==> config.mk <==
export PLATFORM = sky130hd
export DESIGN_NAME = pipeline_hazard_ctrl
export DESIGN_NICKNAME = d
export VERILOG_FILES = /design/src/rtl/pipeline_hazard_ctrl.sv
export SDC_FILE = /design/constraint.sdc
export NUM_CORES = 1
export LEC_CHECK = 0
export CAP_MARGIN = 20
export CORE_UTILIZATION = 53
export CTS_BUF_LIST = sky130_fd_sc_hd__clkbuf_8 sky130_fd_sc_hd__clkbuf_16
export CTS_CLUSTER_SIZE = 8
export DETAILED_ROUTE_END_ITERATION = 12
export PLACE_DENSITY = 0.95
export SYNTH_ARGS = -nofsm -noshare
export SYNTH_HDL_FRONTEND = slang
export SYNTH_SLANG_ARGS = --single-unit
==> constraint.sdc <==
create_clock -name clk -period 6.65 [get_ports clk]
set_clock_uncertainty 0.05 [all_clocks]
set_input_delay 1.33 -clock clk [delete_from_list [all_inputs] [get_ports clk]]
set_output_delay 1.33 -clock clk [all_outputs]
set_load 0.02 [all_outputs]
==> src/rtl/pipeline_hazard_ctrl.sv <==
// Stall/flush sequencer for the 5-stage MIPS32 pipeline: load-use bubbles, MEM-stage redirects,
// multi-cycle data-memory handshake with timeout halt, and stall/flush performance counters.
module pipeline_hazard_ctrl #(
   parameter int unsigned MEM_TIMEOUT = 64,
   parameter int unsigned CNT_W       = 32
) (
   input  logic             clk,
   input  logic             reset,
   input  logic [4:0]       id_rs,
   input  logic [4:0]       id_rt,
   input  logic             id_uses_rs,
   input  logic             id_uses_rt,
   input  logic             ex_memread,
   input  logic [4:0]       ex_writereg,
   input  logic             mem_branch,
   input  logic             mem_zero,
   input  logic             mem_jump,
   input  logic             mem_memread,
   input  logic             mem_memwrite,
   input  logic             dmem_ready,
   output logic             dmem_req,
   output logic             pc_en,
   output logic             pc_sel,
   output logic             ifid_en,
   output logic             idex_en,
   output logic             exmem_en,
   output logic             memwb_en,
   output logic             ifid_flush,
   output logic             idex_flush,
   output logic             exmem_flush,
   output logic             mem_error,
   output logic [CNT_W-1:0] stall_cycles,
   output logic [CNT_W-1:0] flush_count
);

   localparam int unsigned WC_W = ($clog2(MEM_TIMEOUT + 1) < 1) ? 1 : $clog2(MEM_TIMEOUT + 1);

   typedef enum logic [1:0] {RUN, MEM_WAIT, HALT} state_t;

   state_t          state, state_nxt;
   logic [WC_W-1:0] wcnt;
   logic            acc, taken, lu;
   logic            wc_load, wc_inc, err_set, stall_inc, flush_inc;

   assign acc   = mem_memread | mem_memwrite;
   assign taken = (mem_branch & mem_zero) | mem_jump;
   assign lu    = ex_memread & (ex_writereg != 5'd0) &
                  ((id_uses_rs & (id_rs == ex_writereg)) | (id_uses_rt & (id_rt == ex_writereg)));

   always_comb begin
      state_nxt   = state;
      dmem_req    = 1'b0;
      pc_en       = 1'b0;
      pc_sel      = 1'b0;
      ifid_en     = 1'b0;
      idex_en     = 1'b0;
      exmem_en    = 1'b0;
      memwb_en    = 1'b0;
      ifid_flush  = 1'b0;
      idex_flush  = 1'b0;
      exmem_flush = 1'b0;
      wc_load     = 1'b0;
      wc_inc      = 1'b0;
      err_set     = 1'b0;
      case (state)
         RUN: begin
            if (acc && !dmem_ready) begin
               dmem_req  = 1'b1;
               wc_load   = 1'b1;
               state_nxt = MEM_WAIT;
            end else if (acc) begin
               dmem_req = 1'b1;
               {pc_en, ifid_en, idex_en, exmem_en, memwb_en} = '1;
            end else if (taken) begin
               pc_sel = 1'b1;
               {pc_en, ifid_en, idex_en, exmem_en, memwb_en} = '1;
               {ifid_flush, idex_flush, exmem_flush} = '1;
            end else if (lu) begin
               idex_en    = 1'b1;
               idex_flush = 1'b1;
               exmem_en   = 1'b1;
               memwb_en   = 1'b1;
            end else begin
               {pc_en, ifid_en, idex_en, exmem_en, memwb_en} = '1;
            end
         end
         MEM_WAIT: begin
            dmem_req = 1'b1;
            if (dmem_ready) begin
               {pc_en, ifid_en, idex_en, exmem_en, memwb_en} = '1;
               state_nxt = RUN;
            end else if ((MEM_TIMEOUT != 0) && (wcnt == WC_W'(MEM_TIMEOUT))) begin
               err_set   = 1'b1;
               state_nxt = HALT;
            end else begin
               wc_inc = 1'b1;
            end
         end
         default: ;
      endcase
      // Reset forces every control low immediately so an outstanding request is aborted.
      if (reset) begin
         dmem_req = 1'b0;
         {pc_en, pc_sel, ifid_en, idex_en, exmem_en, memwb_en} = '0;
         {ifid_flush, idex_flush, exmem_flush} = '0;
      end
   end

   assign stall_inc = (state != HALT) && !pc_en;
   assign flush_inc = (state == RUN) && pc_sel;

   always_ff @(posedge clk or posedge reset) begin
      if (reset) begin
         state        <= RUN;
         wcnt         <= '0;
         mem_error    <= 1'b0;
         stall_cycles <= '0;
         flush_count  <= '0;
      end else begin
         state <= state_nxt;
         if (wc_load)
            wcnt <= WC_W'(1);
         else if (wc_inc && (MEM_TIMEOUT != 0))
            wcnt <= wcnt + WC_W'(1);
         if (err_set)
            mem_error <= 1'b1;
         if (stall_inc && (stall_cycles != '1))
            stall_cycles <= stall_cycles + CNT_W'(1);
         if (flush_inc && (flush_count != '1))
            flush_count <= flush_count + CNT_W'(1);
      end
   end

endmodule

==> results of run 1 <==
worst max-delay path, cell delays in order:
cell,delay (ns)
clkdlybuf4s50_1,0.55
xnor2_1,0.15
nand4_1,0.10
o22ai_1,0.36
nand2b_1,0.18
a211oi_1,0.30
clkdlybuf4s50_1,0.65
stage by stage:
| step | cell area, µm² | hold WS, ns | setup WS (ns) | instances |
|---|---|---|---|---|
| final | 5099 | 0.4408 | 1.639 | 573 |
| after detailed placement | 4885 | 0.4291 | 1.668 | 556 |
| after global routing | 5099 | 0.4738 | 1.513 | 573 |
| after CTS | 5094 | 0.4438 | 1.666 | 572 |
| after global placement | 4885 | 0.4108 | 1.711 | 556 |
| after floorplan | 3856 | 0.4468 | 2.634 | 372 |
cells by family after synthesis:
kind of cell    count (synthesis)
fa+ha+maj                       4
flops                          74
buf+inv                        22
compound gates                 19
mux                             1
xor+xnor                       76
simple gates                  176
synth_stat cells (all sizes together), types with 2 or more instances:
| cell type | number |
|---|---|
| nand3 | 20 |
| a21oi | 4 |
| nor4 | 8 |
| nor2 | 27 |
| xor2 | 34 |
| inv | 9 |
| xnor2 | 42 |
| nand2b | 3 |
| nor3 | 18 |
| o21ai | 4 |
| nand4 | 27 |
| dfrtp | 74 |
| nor3b | 2 |
| buf | 10 |
| and4 | 8 |
| o21a | 3 |
| clkbuf | 3 |
| and2 | 3 |
| nor2b | 2 |
| or4 | 2 |
| ha | 4 |
| a211oi | 2 |
| nand2 | 34 |
| and3 | 15 |
power by group:
part,switching (mW),internal (mW)
sequential,0.0242,0.465
clock,0.186,0.181
combinational,0.0612,0.0592
final cells by class:
class                      count  area [µm²]
clock buffer                   9       123.9
clock inverter                 7       85.08
inverter                       9       33.78
multi-input combinational    276        1871
fill                         488        1808
timing repair buffer         102        1013
tap                           96       120.1
sequential                    74        1852
per-layer routing:
layer	vias to the layer above	GRT usage (%)	wire length, µm
met4	0	8.644	138
li1	1504	-	-
met5	-	0	0
met3	22	7.299	693
met2	145	45.03	4732
met1	1568	29.86	3704
final timing paths:
check	start	end	slack, ns	cells past startpoint
hold / removal	stall_cycles[19]$_DFFE_PP0P_	stall_cycles[19]$_DFFE_PP0P_	0.44	1
max in group asynchronous	reset	wcnt[0]$_DFFE_PP0P_	4.12	3
min in group asynchronous	reset	flush_count[25]$_DFFE_PP0P_	1.42	2
setup reg to reg	state[0]$_DFFE_PP0P_	flush_count[15]$_DFFE_PP0P_	4.18	5
setup / recovery	ex_writereg[4]	idex_flush	1.64	7
hold reg to reg	stall_cycles[19]$_DFFE_PP0P_	stall_cycles[19]$_DFFE_PP0P_	0.44	1
flip-flops by register name (all words and copies together) (netlist names):
| name | flops |
|---|---|
| wcnt | 7 |
| mem_error | 1 |
| stall_cycles | 32 |
| flush_count | 32 |
| state | 2 |
==> impl_metrics.json, run 1 <==
{
  "dieArea_um2": 7621,
  "routed_wl_mm": 9.268,
  "synth_top_cell_by_area": "dfrtp_1",
  "cts_buffer_depth": 2,
  "synth_top_family_by_area": "simple AND/OR/NAND/NOR gates",
  "drive_above_1_share_pct": 7.757,
  "netlist_instances": 372,
  "cts_tree": "done",
  "synth_xor_area_share_pct": 17.26,
  "cts-buffers-inserted": 9,
  "core_um2": 6907,
  "p_leak_nw": 2.216,
  "cts.sinks": 74,
  "rsz0062_at_grt": "false",
  "synthMuxAreaShare_pct": 0.2920,
  "synth_compound_area_share_pct": 3.634,
  "avgSynthCellArea_um2": 10.37,
  "period_needed_ns": 5.011,
  "syn_area_um2": 3856,
  "fmax_ghz": 0.1996,
  "tightest_slew_ns": 0.8053,
  "syn_to_final_growth_pct": 32.22,
  "viasPerCell": 5.653,
  "grt_max_degree": 43,
  "drt_first_iter_violations": 192,
  "synth_ff_type": "dfrtp_1",
  "drcViolationCount": 0,
  "hold_viol_final": 0,
  "vias": 3239,
  "synth_fa_ha_area_share_pct": 1.298,
  "n_antenna_cell": 0,
  "ys_ff_latch": 74,
  "critPathCaptureType": "output port",
  "ant_nets": 0,
  "clk_pin_slew_ns": 0.08,
  "dpl.hpwl_mm": 6.869,
  "timing.final.crit_share_pct": 75.36,
  "finalSetupViolCount": 0,
  "cp.arrival_ns": 3.63,
  "grt_remaining_overflow": 0,
  "synth_top_area_share_pct": 48.02,
  "dieWidth_um": 87.30,
  "ios": 101,
  "async_reset_ff_share_pct": 100.0,
  "grt_use_total_pct": 25.59,
  "final_cell_mix": "clkdlybuf4s50_1, dfrtp_1, xnor2_1",
  "worstSkewPairLatency_ns": 0.35,
  "synth_fp_nets": 402,
  "cap_violations": 0,
  "ctsHoldBuffers": 0,
  "die_h_um": 87.30,
  "grt_pass1_vias": 3190,
  "fp-row-count": 30,
  "ys_seq_area_share_pct": 48.02,
  "cts_resized": 0,
  "max-slew-margin-rel_pct": 46.15,
  "cts_setup_buffers": 0,
  "final_util_pct": 73.82,
  "grt_pass1_wl_mm": 14.96,
  "start_util_pct": 55.83,
  "gp_congestion": 0.8427,
  "nets": 502,
  "io_buffers": 100,
  "outcome": "completed",
  "powerDensity_nw_per_um2": 191.6,
  "antenna_found_initial": 0,
  "hold_class": "flop to flop",
  "ys_types": 49,
  "ctsHtreeMaxLevel": 3,
  "ir_drop_v": 0.0002161,
  "criticalPathCategory": "input pin to output port",
  "synth_area_leaders": "dfrtp_1, xnor2_1, xor2_1, nand4_1, nand2_1",
  "crit_required_ns": 5.27,
  "path_max_fanout": 4,
  "final_common_cell": "clkdlybuf4s50_1",
  "yosys.area_share.simple_pct": 26.02,
  "synth-edff-count": 0,
  "power_mw": 0.9769,
  "worstSetupStartpointType": "input pin",
  "yosys_warnings": 0,
  "tns_ns": 0,
  "wl_per_cell_um": 16.17,
  "root_buffer": "clkbuf_8",
  "drt_pre_antenna_iters": 6,
  "drv_slew": 0
}
No activity file was read; power rests on OpenSTA's default activity.
==> run 2, diff against run 1 <==
--- a/config.mk
+++ b/config.mk
@@ -6,11 +6,11 @@
 export NUM_CORES = 1
 export LEC_CHECK = 0
 export CAP_MARGIN = 20
-export CORE_UTILIZATION = 53
+export CORE_UTILIZATION = 49
 export CTS_BUF_LIST = sky130_fd_sc_hd__clkbuf_8 sky130_fd_sc_hd__clkbuf_16
 export CTS_CLUSTER_SIZE = 8
 export DETAILED_ROUTE_END_ITERATION = 12
-export PLACE_DENSITY = 0.95
+export PLACE_DENSITY = 0.9
 export SYNTH_ARGS = -nofsm -noshare
 export SYNTH_HDL_FRONTEND = slang
 export SYNTH_SLANG_ARGS = --single-unit
==> constraint.sdc (replaced) <==
create_clock -name clk -period 4.7 [get_ports clk]
set_clock_uncertainty 0.05 [all_clocks]
set_input_delay 0.94 -clock clk [delete_from_list [all_inputs] [get_ports clk]]
set_output_delay 0.94 -clock clk [all_outputs]
set_load 0.02 [all_outputs]
==> run 2 against run 1 <==
  * Final cell count grew 0.52%
  * Total power grew 39%
  * Setup slack lost 1.2 ns
  * Highest routed layer unchanged
  * Global-route usage shrank 2.6 points
  * Clock power grew 35%
  * Count of clock-buffer cells in the layout is the same
  * Hold slack lost 0.0031 ns
==> impl_metrics.json, run 2 (synthesized netlist as in run 1, its figures left out) <==
{
  "powerDensity_nw_per_um2": 266.5,
  "tns_ns": 0,
  "placed_cells": 559,
  "finalSetupViolCount": 0,
  "whs_ns": 0.4377,
  "cp_cell_sequence": "clkdlybuf4s50_1, or4_1, o21ai_0, nand2b_1, o21a_1, clkdlybuf4s50_1",
  "post-route-cell-area_um2": 5095,
  "cts_resized": 0,
  "slowest_delay_ns": 0.62,
  "p_sw_share_pct": 26.93,
  "viasPerCell": 5.503,
  "final_cell_mix": "clkdlybuf4s50_1, dfrtp_1, xnor2_1",
  "cts-buffers-inserted": 9,
  "grt_max_degree": 49,
  "grt_remaining_overflow": 0,
  "worstSetupStartpointType": "input pin",
  "p_int_mw": 0.9921,
  "worstHoldStart": "mem_error$_DFFE_PP0P_",
  "root_buffer": "clkbuf_8",
  "antenna_found_initial": 0,
  "crit_top_cell": "clkdlybuf4s50_1",
  "gp_congestion": 0.8019,
  "drt_pre_antenna_iters": 5,
  "p_leak_nw": 2.220,
  "power_mw": 1.358,
  "drcViolationCount": 0,
  "cts_buffer_depth": 2,
  "max-slew-margin-rel_pct": 43.41,
  "cts.sinks": 74,
  "hold_viol_final": 0,
  "placed_cell_area_um2": 4888,
  "outcome": "completed",
  "wl_per_cell_um": 15.30,
  "drv_slew": 0,
  "ir_drop_v": 0.0002518,
  "p_seq_share_pct": 50.9,
  "hold_class": "flop to flop",
  "criticalPathCategory": "input pin to output port",
  "cts_tree": "done",
  "crit_path_top_delay_cell": "clkdlybuf4s50_1",
  "reg2reg_depth": 4,
  "worstSkewPairLatency_ns": 0.35,
  "syn_to_final_growth_pct": 32.12,
  "crit_required_ns": 3.71,
  "start_util_pct": 51.78,
  "nets": 502,
  "drt_first_iter_violations": 145,
  "ctsHtreeMaxLevel": 3,
  "fp-row-count": 31,
  "cap_violations": 0,
  "io_buffers": 100,
  "critPathCaptureType": "output port",
  "final_cells": 576,
  "worst-path-stages": 6,
  "combPwrFrac_pct": 12.6,
  "path_buf_inv": 2,
  "cts_setup_buffers": 0,
  "period_needed_ns": 4.263,
  "dieWidth_um": 90.71,
  "tightest_slew_ns": 0.8464,
  "fmax_ghz": 0.2346,
  "place_ws_ns": 0.4171,
  "cp_top_family": "buffers and inverters",
  "dieArea_um2": 8228,
  "clk_pin_slew_ns": 0.08,
  "final_util_pct": 68.41,
  "drive_above_1_share_pct": 7.757,
  "ctsHoldBuffers": 0,
  "p_clk_share_pct": 36.5,
  "grt_use_total_pct": 22.97,
  "die_h_um": 90.71,
  "holdPathEnd": "mem_error$_DFFE_PP0P_",
  "path_max_fanout": 3,
  "vias": 3170,
  "ios": 101,
  "ant_nets": 0,
  "p_sw_mw": 0.3657,
  "rr_endpoint": "flush_count[1]$_DFFE_PP0P_",
  "timing.final.crit_share_pct": 90.70,
  "cp.arrival_ns": 3.27,
  "grt_pass1_vias": 3146,
  "n_antenna_cell": 0,
  "rsz0062_at_grt": "false",
  "reg2reg_from": "state[0]$_DFFE_PP0P_",
  "grt_pass1_wl_mm": 15.09,
  "reg_top3": "flush_count (32), stall_cycles (32), wcnt (7)",
  "core_um2": 7447,
  "reg2reg_slack_ns": 2.32,
  "dpl.hpwl_mm": 6.511,
  "hold_path_depth": 1,
  "fin_ws_ns": 0.4373,
  "final_common_cell": "clkdlybuf4s50_1",
  "routed_wl_mm": 8.810
}
[run 2: power groups by stage]
stage | sequential, mW | combinational [mW] | clock [mW]
floorplan | 0.721 | 0.0691 | 0
global placement | 0.701 | 0.167 | 0
detailed placement | 0.703 | 0.171 | 0
CTS | 0.691 | 0.172 | 0.507
global route | 0.698 | 0.185 | 0.535
finish | 0.691 | 0.171 | 0.496
[run 2: worst max path at each step]
stage,start,endpoint,slack (ns)
6_report,ex_writereg[1],ifid_en,0.44
5_1_grt,ex_writereg[1],ifid_en,0.31
4_1_cts,ex_writereg[1],ifid_en,0.41
3_5_place_dp,ex_writereg[1],ifid_en,0.42
3_3_place_gp,ex_writereg[1],ifid_en,0.49
2_1_floorplan,ex_writereg[1],pc_en,1.46
[run 2: routing by layer]
metal | track usage (%) | part of all wire [%] | wire (µm) | vias up
met2 | 38.13 | 50 | 4365 | 98
met1 | 28.63 | 43 | 3750 | 1558
li1 | - | - | - | 1499
met4 | 9.140 | 1.7 | 147 | 0
met5 | 0 | 0 | 0 | -
met3 | 5.724 | 6.2 | 547 | 15
[run 2: final cells by class]
cell class                      count  area (µm²)
Clock buffer                        9       123.9
Clock inverter                      7       77.57
Fill cell                         590        2352
Inverter                            9       33.78
Multi-Input combinational cell    276        1871
Sequential cell                    74        1852
Tap cell                           99       123.9
Timing Repair Buffer              102        1013
